==> config.mk <==
export PLATFORM = sky130hd
export DESIGN_NAME = cache_lru_sched_flat
export DESIGN_NICKNAME = d
export VERILOG_FILES = /design/src/rtl/cache_lru_sched_if.sv /design/src/rtl/cache_lru_sched.sv /design/src/flat_wrapper.sv
export SDC_FILE = /design/constraint.sdc
export NUM_CORES = 1
export LEC_CHECK = 0
export ABC_CLOCK_PERIOD_IN_PS = 1700
export BUFFER_PORTS_ARGS = -buffer_cell sky130_fd_sc_hd__buf_2
export CORE_ASPECT_RATIO = 1.1
export CORE_MARGIN = 5
export CORE_UTILIZATION = 42
export CTS_BUF_LIST = sky130_fd_sc_hd__clkbuf_2
export DETAILED_ROUTE_END_ITERATION = 10
export PLACE_DENSITY = 0.77
export SYNTH_ARGS = -nofsm -noshare
export SYNTH_HDL_FRONTEND = slang
export SYNTH_SLANG_ARGS = --single-unit
==> constraint.sdc <==
create_clock -name main_clk -period 1.7 [get_ports main_clk]
set_clock_uncertainty 0.2 [all_clocks]
set_input_delay 0.085 -clock main_clk [delete_from_list [all_inputs] [get_ports main_clk]]
set_output_delay 0.085 -clock main_clk [all_outputs]
set_load 0.02 [all_outputs]
==> src/rtl/cache_lru_sched_if.sv <==
// Request/LRU-port bundle for cache_lru_sched: hit touch, miss victim lookup and LRU array port.
interface cache_lru_sched_if;
  logic        hit_req;
  logic [10:0] hit_addr;
  logic [1:0]  hit_way;
  logic        hit_ack;
  logic        miss_req;
  logic [10:0] miss_addr;
  logic        miss_ack;
  logic        miss_valid;
  logic [1:0]  miss_way;
  logic        busy;
  logic [10:0] lru_addr;
  logic [1:0]  lru_used_index;
  logic        lru_enable_write;
  logic [1:0]  lru_least_used_index;

  modport slave (
    input  hit_req, hit_addr, hit_way, miss_req, miss_addr, lru_least_used_index,
    output hit_ack, miss_ack, miss_valid, miss_way, busy,
    output lru_addr, lru_used_index, lru_enable_write
  );

  modport master (
    output hit_req, hit_addr, hit_way, miss_req, miss_addr, lru_least_used_index,
    input  hit_ack, miss_ack, miss_valid, miss_way, busy,
    input  lru_addr, lru_used_index, lru_enable_write
  );
endinterface

==> src/rtl/cache_lru_sched.sv <==
// Arbitrates hit touches and miss victim lookups onto a single LRU array port,
// with a bounded miss burst so a waiting hit cannot starve.
module cache_lru_sched #(
  parameter int MISS_BURST_MAX = 4
) (
  input logic               main_clk,
  input logic               reset,
  cache_lru_sched_if.slave  bus
);

  localparam logic [2:0] BURST_MAX = 3'(MISS_BURST_MAX);

  typedef enum logic [1:0] {
    IDLE      = 2'd0,
    MISS_RD   = 2'd1,
    MISS_WAIT = 2'd2,
    MISS_WR   = 2'd3
  } state_t;

  state_t      r_state;
  state_t      w_state_nxt;
  logic [10:0] r_addr;
  logic [1:0]  r_victim;
  logic [2:0]  r_starve_cnt;
  logic [2:0]  w_starve_nxt;

  logic        w_hit_grant;
  logic        w_miss_grant;
  logic        w_hit_ack;
  logic        w_miss_ack;
  logic        w_miss_valid;
  logic [1:0]  w_miss_way;
  logic        w_busy;
  logic [10:0] w_lru_addr;
  logic [1:0]  w_lru_used_index;
  logic        w_lru_enable_write;

  // State register, captured miss address, victim and starvation counter.
  always_ff @(posedge main_clk) begin
    if (reset) begin
      r_state      <= IDLE;
      r_addr       <= 11'd0;
      r_victim     <= 2'd0;
      r_starve_cnt <= 3'd0;
    end else begin
      r_state      <= w_state_nxt;
      r_starve_cnt <= w_starve_nxt;
      if (w_miss_grant) begin
        r_addr <= bus.miss_addr;
      end
      // Array read data for r_addr is valid during MISS_WAIT.
      if (r_state == MISS_WAIT) begin
        r_victim <= bus.lru_least_used_index;
      end
    end
  end

  // Next-state, arbitration and LRU port ownership; everything is silenced while reset is high.
  always_comb begin
    w_state_nxt        = r_state;
    w_starve_nxt       = r_starve_cnt;
    w_hit_grant        = 1'b0;
    w_miss_grant       = 1'b0;
    w_hit_ack          = 1'b0;
    w_miss_ack         = 1'b0;
    w_miss_valid       = 1'b0;
    w_miss_way         = 2'd0;
    w_busy             = 1'b0;
    w_lru_addr         = 11'd0;
    w_lru_used_index   = 2'd0;
    w_lru_enable_write = 1'b0;

    if (!reset) begin
      case (r_state)
        IDLE: begin
          if (bus.miss_req && !(bus.hit_req && (r_starve_cnt == BURST_MAX))) begin
            w_miss_grant = 1'b1;
            w_miss_ack   = 1'b1;
            w_lru_addr   = bus.miss_addr;
            w_state_nxt  = MISS_RD;
          end else if (bus.hit_req) begin
            w_hit_grant        = 1'b1;
            w_hit_ack          = 1'b1;
            w_lru_addr         = bus.hit_addr;
            w_lru_used_index   = bus.hit_way;
            w_lru_enable_write = 1'b1;
          end else begin
            w_state_nxt = IDLE;
          end

          // Count only misses that overtook a waiting hit.
          if (w_hit_grant || !bus.hit_req) begin
            w_starve_nxt = 3'd0;
          end else if (w_miss_grant && (r_starve_cnt < BURST_MAX)) begin
            w_starve_nxt = r_starve_cnt + 3'd1;
          end else begin
            w_starve_nxt = r_starve_cnt;
          end
        end
        MISS_RD: begin
          w_busy      = 1'b1;
          w_lru_addr  = r_addr;
          w_state_nxt = MISS_WAIT;
        end
        MISS_WAIT: begin
          w_busy      = 1'b1;
          w_lru_addr  = r_addr;
          w_state_nxt = MISS_WR;
        end
        MISS_WR: begin
          w_busy             = 1'b1;
          w_lru_addr         = r_addr;
          w_lru_used_index   = r_victim;
          w_lru_enable_write = 1'b1;
          w_miss_valid       = 1'b1;
          w_miss_way         = r_victim;
          w_state_nxt        = IDLE;
        end
        default: begin
          w_state_nxt = IDLE;
        end
      endcase
    end else begin
      w_state_nxt  = IDLE;
      w_starve_nxt = 3'd0;
    end
  end

  assign bus.hit_ack          = w_hit_ack;
  assign bus.miss_ack         = w_miss_ack;
  assign bus.miss_valid       = w_miss_valid;
  assign bus.miss_way         = w_miss_way;
  assign bus.busy             = w_busy;
  assign bus.lru_addr         = w_lru_addr;
  assign bus.lru_used_index   = w_lru_used_index;
  assign bus.lru_enable_write = w_lru_enable_write;

endmodule

==> src/flat_wrapper.sv <==
// flat-port wrapper written by rule: the top's interface ports become plain ports
module cache_lru_sched_flat 
#(
  parameter int MISS_BURST_MAX = 4
)
  (main_clk, reset, bus_hit_req, bus_hit_addr, bus_hit_way, bus_miss_req, bus_miss_addr, bus_lru_least_used_index, bus_hit_ack, bus_miss_ack, bus_miss_valid, bus_miss_way, bus_busy, bus_lru_addr, bus_lru_used_index, bus_lru_enable_write);
  cache_lru_sched_if bus_i ();
  input logic main_clk;
  input logic reset;
  input wire logic [$bits(bus_i.hit_req)-1:0] bus_hit_req;
  input wire logic [$bits(bus_i.hit_addr)-1:0] bus_hit_addr;
  input wire logic [$bits(bus_i.hit_way)-1:0] bus_hit_way;
  input wire logic [$bits(bus_i.miss_req)-1:0] bus_miss_req;
  input wire logic [$bits(bus_i.miss_addr)-1:0] bus_miss_addr;
  input wire logic [$bits(bus_i.lru_least_used_index)-1:0] bus_lru_least_used_index;
  output wire logic [$bits(bus_i.hit_ack)-1:0] bus_hit_ack;
  output wire logic [$bits(bus_i.miss_ack)-1:0] bus_miss_ack;
  output wire logic [$bits(bus_i.miss_valid)-1:0] bus_miss_valid;
  output wire logic [$bits(bus_i.miss_way)-1:0] bus_miss_way;
  output wire logic [$bits(bus_i.busy)-1:0] bus_busy;
  output wire logic [$bits(bus_i.lru_addr)-1:0] bus_lru_addr;
  output wire logic [$bits(bus_i.lru_used_index)-1:0] bus_lru_used_index;
  output wire logic [$bits(bus_i.lru_enable_write)-1:0] bus_lru_enable_write;
  assign bus_i.hit_req = bus_hit_req;
  assign bus_i.hit_addr = bus_hit_addr;
  assign bus_i.hit_way = bus_hit_way;
  assign bus_i.miss_req = bus_miss_req;
  assign bus_i.miss_addr = bus_miss_addr;
  assign bus_i.lru_least_used_index = bus_lru_least_used_index;
  assign bus_hit_ack = bus_i.hit_ack;
  assign bus_miss_ack = bus_i.miss_ack;
  assign bus_miss_valid = bus_i.miss_valid;
  assign bus_miss_way = bus_i.miss_way;
  assign bus_busy = bus_i.busy;
  assign bus_lru_addr = bus_i.lru_addr;
  assign bus_lru_used_index = bus_i.lru_used_index;
  assign bus_lru_enable_write = bus_i.lru_enable_write;
  cache_lru_sched #(.MISS_BURST_MAX(MISS_BURST_MAX)) u_core (.main_clk(main_clk), .reset(reset), .bus(bus_i));
endmodule
==> flow_summary.ini <==
[run_status]
status = finished, violations left
violations = setup timing

[sta]
maxSlewHeadroom = 0.809
setup_violations = 28
rsz0062_at_grt = true
period_share = 1.26
finalWorstSetupSlack_ns = -0.434
finalCriticalPeriod_ns = 2.13
tns_ns = -5.82
max_clock_freq_mhz = 469
hold_violations = 0
drv_slew = 0
worst_pin_slew_ns = 0.286

[drt]
routedWlPerCell_um = 17.4
drtIter0Drc = 50
wirelength_um = 3960
ant_nets = 0
vias = 1283
avgViaCountPerCell = 5.65
first_pass_iters = 4
drc = 0

[layout]
finish.utilization = 0.832
drive_above_1_share = 0.538
diodes = 0
stdcell_count = 227
nNetsFinal = 235
area_growth_pct = 85.2

[power_and_ir_drop]
power_mw = 1.19
powerDensity_mw_per_mm2 = 623
ir_drop_mv = 0.543
p_leak_nw = 0.875

[worst_setup_path]
r2r-start = u_core.r_starve_cnt[1]
path_max_fanout = 12
cp_slowest_cell = dfxtp_2
cp-start-kind = flop
startpoint = u_core.r_starve_cnt[1]
worst_setup_path_end_kind = primary output
max_stage_delay_ns = 0.36
arrival_ns = 1.85
crit_chain = inv_2 -> ha_4 -> nand3_4 -> and4b_2 -> buf_12 -> a221o_1 -> buf_6
worst-setup-path-type = reg2out
worstPathRequired_ns = 1.41

[yosys]
synth_top_area_frac = 0.349
synth_edf_count = 0
syn_area_per_cell_um2 = 9.38
synth_warnings = 0
ys_ff_latch = 18
yosysMostFrequentCell = dfxtp_1
async_flop_share = 0
yosysSeqAreaShare = 0.349
syn-num-nets = 146
yosys.area.top_type = dfxtp_1
synthTopCellsByArea = dfxtp_1 35%, a221o_1 11%, a22o_1 9.3%, and2_1 8.5%, ha_1 7.3%
synthFlopType = dfxtp_1
netlist_top_cells_count = 18 x dfxtp_1, 14 x and2_1, 11 x a221o_1, 11 x a22o_1, 7 x nor3_1
synth_cell_type_count = 25
synth_area_mm2 = 0.00103
syn_inst = 110

[floorplan]
die_h_um = 62.0
start_util = 0.449
die_area_mm2 = 0.00355
ios = 50
core_mm2 = 0.00230
core.rowCount = 18
die_width_um = 57.3

[hold_path]
min_from = bus_miss_req
hp-class = in2reg

[clock_tree]
h-tree-depth = 1
clk-insertion-delay-late_ns = 0.29
cts_buffers = 3
cts_tree = done
clock_sinks = 18
root_buffer = clkbuf_2
cts_buffer_depth = 2
clkSlewWorstSetupHoldPaths_ns = 0.16

[placed_design]
io_buffer_count = 49
dp_cells = 196
pre_cts_ws_ns = -0.243
routabilityCongestion = 0.835
hpwl_um = 2170

[grt]
grt_max_degree = 13
grt_first_pass_wirelength_um = 5520
grt_pass1_vias = 1269
grtUsageTotal = 0.198
grt_overflow = 0
antenna_found_initial = 0

[flow_run]
maxCapViolCount = 0
-- final cells by class --
class	instances	area, um2
repair buffers	92	762
inverters	5	18.8
clock buffers	3	15.0
well taps	30	37.5
multi-input cells	79	713
fillers	142	385
flip-flops and latches	18	365
-- power breakdown --
group	switching [mW]	leakage (nW)	internal (mW)
Sequential	0.0205	0.149	0.457
Combinational	0.251	0.713	0.291
Clock	0.123	0.0125	0.0481
Total	0.395	0.875	0.796
-- per-layer routing --
| layer | part of all wire | GRT usage | vias up | wire length [um] |
|---|---|---|---|---|
| li1 | - | - | 603 | - |
| met1 | 0.39 | 0.225 | 617 | 1540 |
| met2 | 0.53 | 0.400 | 57 | 2120 |
| met3 | 0.064 | 0.0269 | 6 | 254 |
| met4 | 0.012 | 0.0397 | 0 | 48 |
| met5 | 0 | 0 | - | 0 |
-- kinds of logic (layout without fill, tap and decap cells) --
logic type,after synthesis,in the layout,synth area share
compound gates,37,37,0.298
simple gates,34,34,0.194
flops,18,18,0.349
buf+inv,13,100,0.0667
fa+ha+maj,6,6,0.0727
mux,2,2,0.0194
-- path summary, 6_finish.rpt --
path | end | depth (start not counted) | slack (ns)
max reg2reg | u_core.r_addr[0] | 8 | -0.03
min | u_core.r_starve_cnt[2] | 4 | 0.07
max | bus_lru_addr[7] | 7 | -0.43
min reg2reg | u_core.r_addr[5] | 1 | 0.29
-- critical path: cells and delay by family (launching register included) --
kind / cells / cell delay, ns
AO/OA/AOI/OAI: 1 / 0.35
adder cells (fa/ha/maj): 1 / 0.16
buffers and inverters: 3 / 0.36
flip-flops: 1 / 0.36
AND/OR/NAND/NOR: 2 / 0.32
-- state kept, by name, summed over array words and instances (netlist names) --
signal	flops
u_core.r_starve_cnt	3
u_core.r_victim	2
u_core.r_addr	11
u_core.r_state	2
-- per-stage QoR --
stage	hold WS, ns	area (um2)
2_1_floorplan	-0.00366	1080
3_3_place_gp	0.123	1430
3_5_place_dp	0.126	1430
4_1_cts	0.0232	1720
5_1_grt	0.0679	1910
6_report	0.0657	1910
-- repair_timing --
action | 4_1_cts | 5_1_grt
hold endpoints to repair | 15 | 0
pin swaps | 16 | 12
buffers inserted | 4 | 10
gates cloned | 1 | 2
setup endpoints to repair | 18 | 30
resized for setup | 19 | 41
hold buffers | 15 | 0
-- placed cells by master, fill, tap and decap left out, types with 3 or more instances in the layout --
cell type      count
a21oi_1            4
a221o_1           11
a22o_1            11
and2_1            11
and2_4             3
buf_2             33
buf_4             20
buf_6             21
clkbuf_2           3
dfxtp_1           14
dfxtp_2            4
dlygate4sd3_1     15
ha_4               3
inv_2              4
nor2_1             5
nor3_1             5
Note: power is estimated with default switching activity, not from simulation.
